[src/rtl/seq_pkg.sv]
// Shared definitions for the 10-bit serial link: word geometry and the
// receive-side FSM state type.
package seq_pkg;

    localparam int unsigned SEQ_WIDTH = 10;
    localparam int unsigned SEQ_CNT_W = 4;

    typedef enum logic {
        IDLE  = 1'b0,
        SHIFT = 1'b1
    } state_t;

endpackage

[src/rtl/seq_deserializer_sipo_shreg.sv]
// Serial-in/parallel-out shift register, shifting left (MSB first), with
// enable and a clear-and-load-first-bit control for frame starts.
module sipo_shreg
    import seq_pkg::*;
#(
    parameter int unsigned WIDTH = SEQ_WIDTH
) (
    input  logic             clk,
    input  logic             rst,
    input  logic             en,
    input  logic             load_first,
    input  logic             din,
    output logic [WIDTH-1:0] q
);

    logic [WIDTH-1:0] q_q;
    logic [WIDTH-1:0] q_d;

    always_comb begin
        q_d = q_q;
        if (en) begin
            if (load_first) begin
                q_d = {{(WIDTH-1){1'b0}}, din};
            end else begin
                q_d = {q_q[WIDTH-2:0], din};
            end
        end
    end

    always_ff @(posedge clk or negedge rst) begin
        if (!rst) begin
            q_q <= '0;
        end else begin
            q_q <= q_d;
        end
    end

    assign q = q_q;

endmodule

[src/rtl/seq_deserializer.sv]
// Rebuilds parallel words from the MSB-first serial stream produced by the
// shift-left serializer; pulses word_valid per word and frame_err on resync.
module seq_deserializer
    import seq_pkg::*;
#(
    parameter int unsigned WIDTH = SEQ_WIDTH,
    parameter int unsigned CNT_W = SEQ_CNT_W
) (
    input  logic             clk,
    input  logic             rst,
    input  logic             pause,
    input  logic             start,
    input  logic             serial_in,
    output logic [WIDTH-1:0] word,
    output logic             word_valid,
    output logic             busy,
    output logic             frame_err
);

    state_t           state_q;
    logic [CNT_W-1:0] cnt_q;
    logic [WIDTH-1:0] word_q;
    logic             valid_q;
    logic             busy_q;
    logic             ferr_q;

    logic [WIDTH-1:0] shreg_q;
    logic             sh_en;
    logic             sh_load;
    logic             last_bit;

    assign last_bit = (cnt_q == CNT_W'(WIDTH-1));

    // The last bit goes straight into word, so the shift register holds then.
    always_comb begin
        sh_en   = 1'b0;
        sh_load = 1'b0;
        if (!pause) begin
            if (start) begin
                sh_en   = 1'b1;
                sh_load = 1'b1;
            end else if (state_q == SHIFT && !last_bit) begin
                sh_en = 1'b1;
            end
        end
    end

    sipo_shreg #(
        .WIDTH(WIDTH)
    ) u_shreg (
        .clk       (clk),
        .rst       (rst),
        .en        (sh_en),
        .load_first(sh_load),
        .din       (serial_in),
        .q         (shreg_q)
    );

    always_ff @(posedge clk or negedge rst) begin
        if (!rst) begin
            state_q <= IDLE;
            cnt_q   <= '0;
            word_q  <= '0;
            valid_q <= 1'b0;
            busy_q  <= 1'b0;
            ferr_q  <= 1'b0;
        end else begin
            valid_q <= 1'b0;
            ferr_q  <= 1'b0;
            if (!pause) begin
                case (state_q)
                    IDLE: begin
                        if (start) begin
                            cnt_q   <= CNT_W'(1);
                            state_q <= SHIFT;
                            busy_q  <= 1'b1;
                        end
                    end
                    SHIFT: begin
                        if (start) begin
                            ferr_q <= 1'b1;
                            cnt_q  <= CNT_W'(1);
                        end else if (last_bit) begin
                            word_q  <= {shreg_q[WIDTH-2:0], serial_in};
                            valid_q <= 1'b1;
                            cnt_q   <= '0;
                            state_q <= IDLE;
                            busy_q  <= 1'b0;
                        end else begin
                            cnt_q <= cnt_q + CNT_W'(1);
                        end
                    end
                    default: begin
                        state_q <= IDLE;
                        busy_q  <= 1'b0;
                    end
                endcase
            end
        end
    end

    assign word       = word_q;
    assign word_valid = valid_q;
    assign busy       = busy_q;
    assign frame_err  = ferr_q;

endmodule

[config.mk]
export PLATFORM = sky130hd
export DESIGN_NAME = seq_deserializer
export DESIGN_NICKNAME = d
export VERILOG_FILES = /design/src/rtl/seq_pkg.sv /design/src/rtl/seq_deserializer_sipo_shreg.sv /design/src/rtl/seq_deserializer.sv
export SDC_FILE = /design/constraint.sdc
export NUM_CORES = 1
export LEC_CHECK = 0
export CAP_MARGIN = 0
export CORE_UTILIZATION = 52
export DETAILED_ROUTE_END_ITERATION = 8
export PLACE_DENSITY = 0.8
export REMOVE_ABC_BUFFERS = 1
export SYNTH_ARGS = -nofsm -noshare
export SYNTH_HDL_FRONTEND = slang
export SYNTH_SLANG_ARGS = --single-unit
export TNS_END_PERCENT = 30
[constraint.sdc]
create_clock -name clk -period 2.5 [get_ports clk]
set_clock_uncertainty 0.1 [all_clocks]
set_input_delay 0.75 -clock clk [delete_from_list [all_inputs] [get_ports clk]]
set_output_delay 0.75 -clock clk [all_outputs]
set_load 0.02 [all_outputs]
== Yosys cells after proc, flatten, opt, wreduce, memory -nomap -nowiden ==
Cells that the tools add are included.

* Equality and inequality tests: 4
* Reductions and logical operators: 5
* Bitwise operators: 3
* Muxes and demuxes: 23
* Add/sub/neg operators: 1

{| class="wikitable"
|+ Operators by type and width
! operator !! count
|-
| 1-bit 2-to-1 mux || 16
|-
| 4-bit 2-to-1 mux || 3
|-
| 9-bit 2-to-1 mux || 1
|-
| 4-bit one-hot mux with 2 select lines || 1
|-
| 4-bit AND reduction || 2
|-
| 4-bit by 1-bit adder with 4-bit output, second input constant || 1
|-
| 4-bit equality test, second input constant || 1
|-
| 2-bit != test, second input constant || 2
|-
| 1-bit one-hot mux with 2 select lines || 2
|-
| 1-bit inverter || 3
|-
| 2-bit by 1-bit != test with 1-bit output, second input constant || 1
|-
| 2-bit AND reduction || 1
|-
| 1-bit logical AND || 1
|-
| 1-bit zero test || 1
|}

* Register bits: 27
* Logic and storage cells: 43
* Output and inout port bits: 13

== Longest topological paths before layout ==
* Word-level depth: 6
* Gate-level depth with buffers: 7
* Depth with buffers taken out: 6

== Modules after synthesis ==
Synthesis repeated with hierarchy kept, for this count alone.

* Cells, all modules: 102
* Area total of the unflattened synthesis: 1265.0 µm²

{| class="wikitable"
|+ Modules (own cells, without submodules)
! module !! cells each !! times used !! area an instance (µm²)
|-
| seq_deserializer || 62 || 1 || 783.3
|-
| sipo_shreg || 40 || 1 || 481.7
|}

== Worst setup path after synthesis ==
OpenSTA, ideal clock, no wires.

* Path type: input to register
* From: input port start
* To: register word_q[9] (netlist: word[9])
* Stages: 5
* Required time: 2273 ps
* Library setup time: 127 ps
* Arrival: 1814 ps
* Slack: 459 ps
* Cells stage by stage: clkbuf_1 > or3_1 > buf_6 > inv_2 > mux2_1

* Cells in the longest elaborated chain, start to end: 2

{| class="wikitable"
|+ RTL lines
! element !! line !! RTL
|-
| start, declared || seq_deserializer.sv:12 || <nowiki>input logic start,</nowiki>
|-
| 1-bit inverter (no source line) || -- ||
|-
| 4-bit AND reduction (no source line) || -- ||
|-
| end signal, assigned || seq_deserializer.sv:84 || <nowiki>word_q <= {shreg_q[WIDTH-2:0], serial_in};</nowiki>
|-
| end, declared || seq_deserializer.sv:22 || <nowiki>logic [WIDTH-1:0] word_q;</nowiki>
|}

No other way between the ends.
A chain may end at the register's enable or synchronous reset.

== Final worst setup path ==
* From: register word_q[8] (netlist: word[8])
* To: output port word[8]

{| class="wikitable"
|+ RTL lines
! element !! line !! RTL
|-
| end, declared || seq_deserializer.sv:14 || <nowiki>output logic [WIDTH-1:0] word,</nowiki>
|}

No word-level cell between the ends.

==> flow_summary.ini <==
[run_status]
status = complete, no violations

[synthesis]
synth.area.top_cells = dfrtp_1, mux2_4, nand2_1
async_flop_share = 1.00
syn_avg_cell_area_um2 = 11.9
synth-edff-count = 0
yosysTopAreaCell = dfrtp_1
ys_warn_count = 0
synth_top_area_frac = 0.558
synthCells = 102
ys_types = 26
yosysSeqAreaShare = 0.558
syn_area_um2 = 1210
synth.top_cells.by_count = dfrtp_1, nand2_1, mux2_4
synth.most_common_cell = dfrtp_1
yosys_most_used_dff = dfrtp_1
ys_ff_latch = 27

[timing]
holdWs_ps = 428
finalCriticalPeriod_ps = 2220
fin_tns_setup_ps = 0
tightest_slew_ps = 394
max_slew_margin = 0.737
setup_viol = 0
setup_ws_ps = 275
rsz0062_at_grt = false
finalMaxSlewViolations = 0
fmax_mhz = 450
final-hold-violation-count = 0
finalCritPeriodShare = 0.890

[pwr]
power.leakage_nw = 0.703
total_power_mw = 1.22
p_per_area_nw_per_um2 = 831
ir_worst_vdd_mv = 0.548

[detailed_routing]
vias_per_cell = 5.82
wirelength_mm = 2.28
wl_met1_mm = 1.06
wl_met2_mm = 1.01
dr.pass1.iters = 4
routedWlPerCell_um = 15.1
drc_errors = 0
top_layer_used = met4
wl_met3_um = 129
vias = 879
dr.first_iter.drc_count = 27
ant_nets = 0

[global_routing]
grt_pass1_wl_mm = 3.98
overflow = 0
antenna_found_initial = 0
grt_max_degree = 28
grt_usage = 0.221
first_global_vias = 904

[worst_setup_path]
max_stage_delay_ps = 620
r2r_cells = 6
slowest_stage = clkdlybuf4s50_1
cp.depth = 1
crit_required_ps = 1650
cp_max_fo = 2
crit_buf_inv = 1
cp_top_family = buffers and inverters
crit_path_cell_trace = clkdlybuf4s50_1
cp-start-kind = flop
critPathKind = flop to output pin
arrival_ps = 1370
cp-end-kind = output pin

[layout]
final_util = 0.664
antenna-diode-count = 0
syn_to_final_growth_pct = 21.4
drive_above_1_share = 0.171
final_cell_area_um2 = 1470
n_fill_cell = 174
finalNetCount = 131
multi_input_area_um2 = 485
final_cells = 151
seq_area_um2 = 676

[min_path]
hp-class = flop to flop
holdPathStages = 1

[cts]
cts-hold-fix-buffers = 0
htree_levels = 1
cts_made_buffers = 3
clk_transition_reported_paths_ps = 150
cts_sinks = 27
cts-root-buf = clkbuf_4
insertion_delay_ps = 340
cts_max_path_buffers = 2
cts_tree = done
cts_resized = 0
post_cts_buffers = 0

[placement]
hpwlAfterDp_mm = 1.60
port_buffers = 17
place_congestion = 0.753
dp.cells = 147
dp_slack_ps = 33.4
dpl_cell_area_um2 = 1440

[floorplanning]
top_level_ports = 18
start_util = 0.547
die_area_um2 = 2520
die_y_um = 50.2
fp-row-count = 17
dieWidth_um = 50.2
core_um2 = 2210

[flow_run]
maxCapViolations = 0
kinds of logic (layout without fill, tap and decap cells):
family                     count (synthesis)  after routing  share of synthesized area
and+or+nand+nor                           31             31                      0.128
DFF                                       27             27                      0.558
AOI/OAI and AO/OA                         20             20                      0.122
muxes                                     11             11                      0.130
buffers and inverters                     11             32                     0.0403
adders and majority gates                  2              2                     0.0207
worst paths after layout:
| path | startpoint | to | slack, ps |
|---|---|---|---|
| worst max-delay path | word[8] | word[8] | 280 |
| worst min-delay path | word[4] | word[4] | 430 |
| worst max register to register | cnt_q[1] | word[2] | 610 |
| worst min register to register | word[4] | word[4] | 430 |
| max in group asynchronous | rst | word[7] | 1400 |
| min in group asynchronous | rst | u_shreg.q[4] | 650 |
layout by cell type, fill, tap and decap left out:
cell,count
dfrtp_1,27
nand2_1,17
clkdlybuf4s50_1,17
mux2_4,9
o221ai_1,6
inv_1,5
nor2_1,4
buf_4,4
a21oi_1,3
o21ai_0,3
clkbuf_4,3
nand2b_1,2
nor2b_1,2
and2_1,2
a32o_1,2
a31oi_1,2
o41ai_1,2
ha_1,2
nand3b_4,1
or3_1,1
inv_2,1
mux2_2,1
o22ai_1,1
nand3_1,1
or4_1,1
o311ai_0,1
mux2_1,1
clkinvlp_4,1
buf_12,1
flip-flops by register name, indices dropped and copies added, names as in the netlist:
| register | cells |
|---|---|
| busy | 1 |
| state_q | 1 |
| word_valid | 1 |
| word | 10 |
| frame_err | 1 |
| cnt_q | 4 |
| u_shreg.q | 9 |
where the power goes:
group | internal, mW | total [mW] | switching (mW) | leakage [nW]
registers | 0.528 | 0.613 | 0.0848 | 0.358
clock network | 0.0615 | 0.197 | 0.135 | 0.0139
logic | 0.207 | 0.411 | 0.204 | 0.332
layout make-up:
type | count | area share
clock buffer | 3 | 0.0153
clock inverter | 1 | 0.00511
inverter | 6 | 0.0153
multi-input combinational | 64 | 0.330
sequential | 27 | 0.460
tap | 28 | 0.0239
timing repair buffer | 22 | 0.150
layer usage:
metal  GRT usage  vias up
met5           0        -
met4       0.148        0
met3      0.0364       11
met2       0.322       41
met1       0.300      427
li1            -      400
Note: power is estimated with default switching activity, not from simulation.
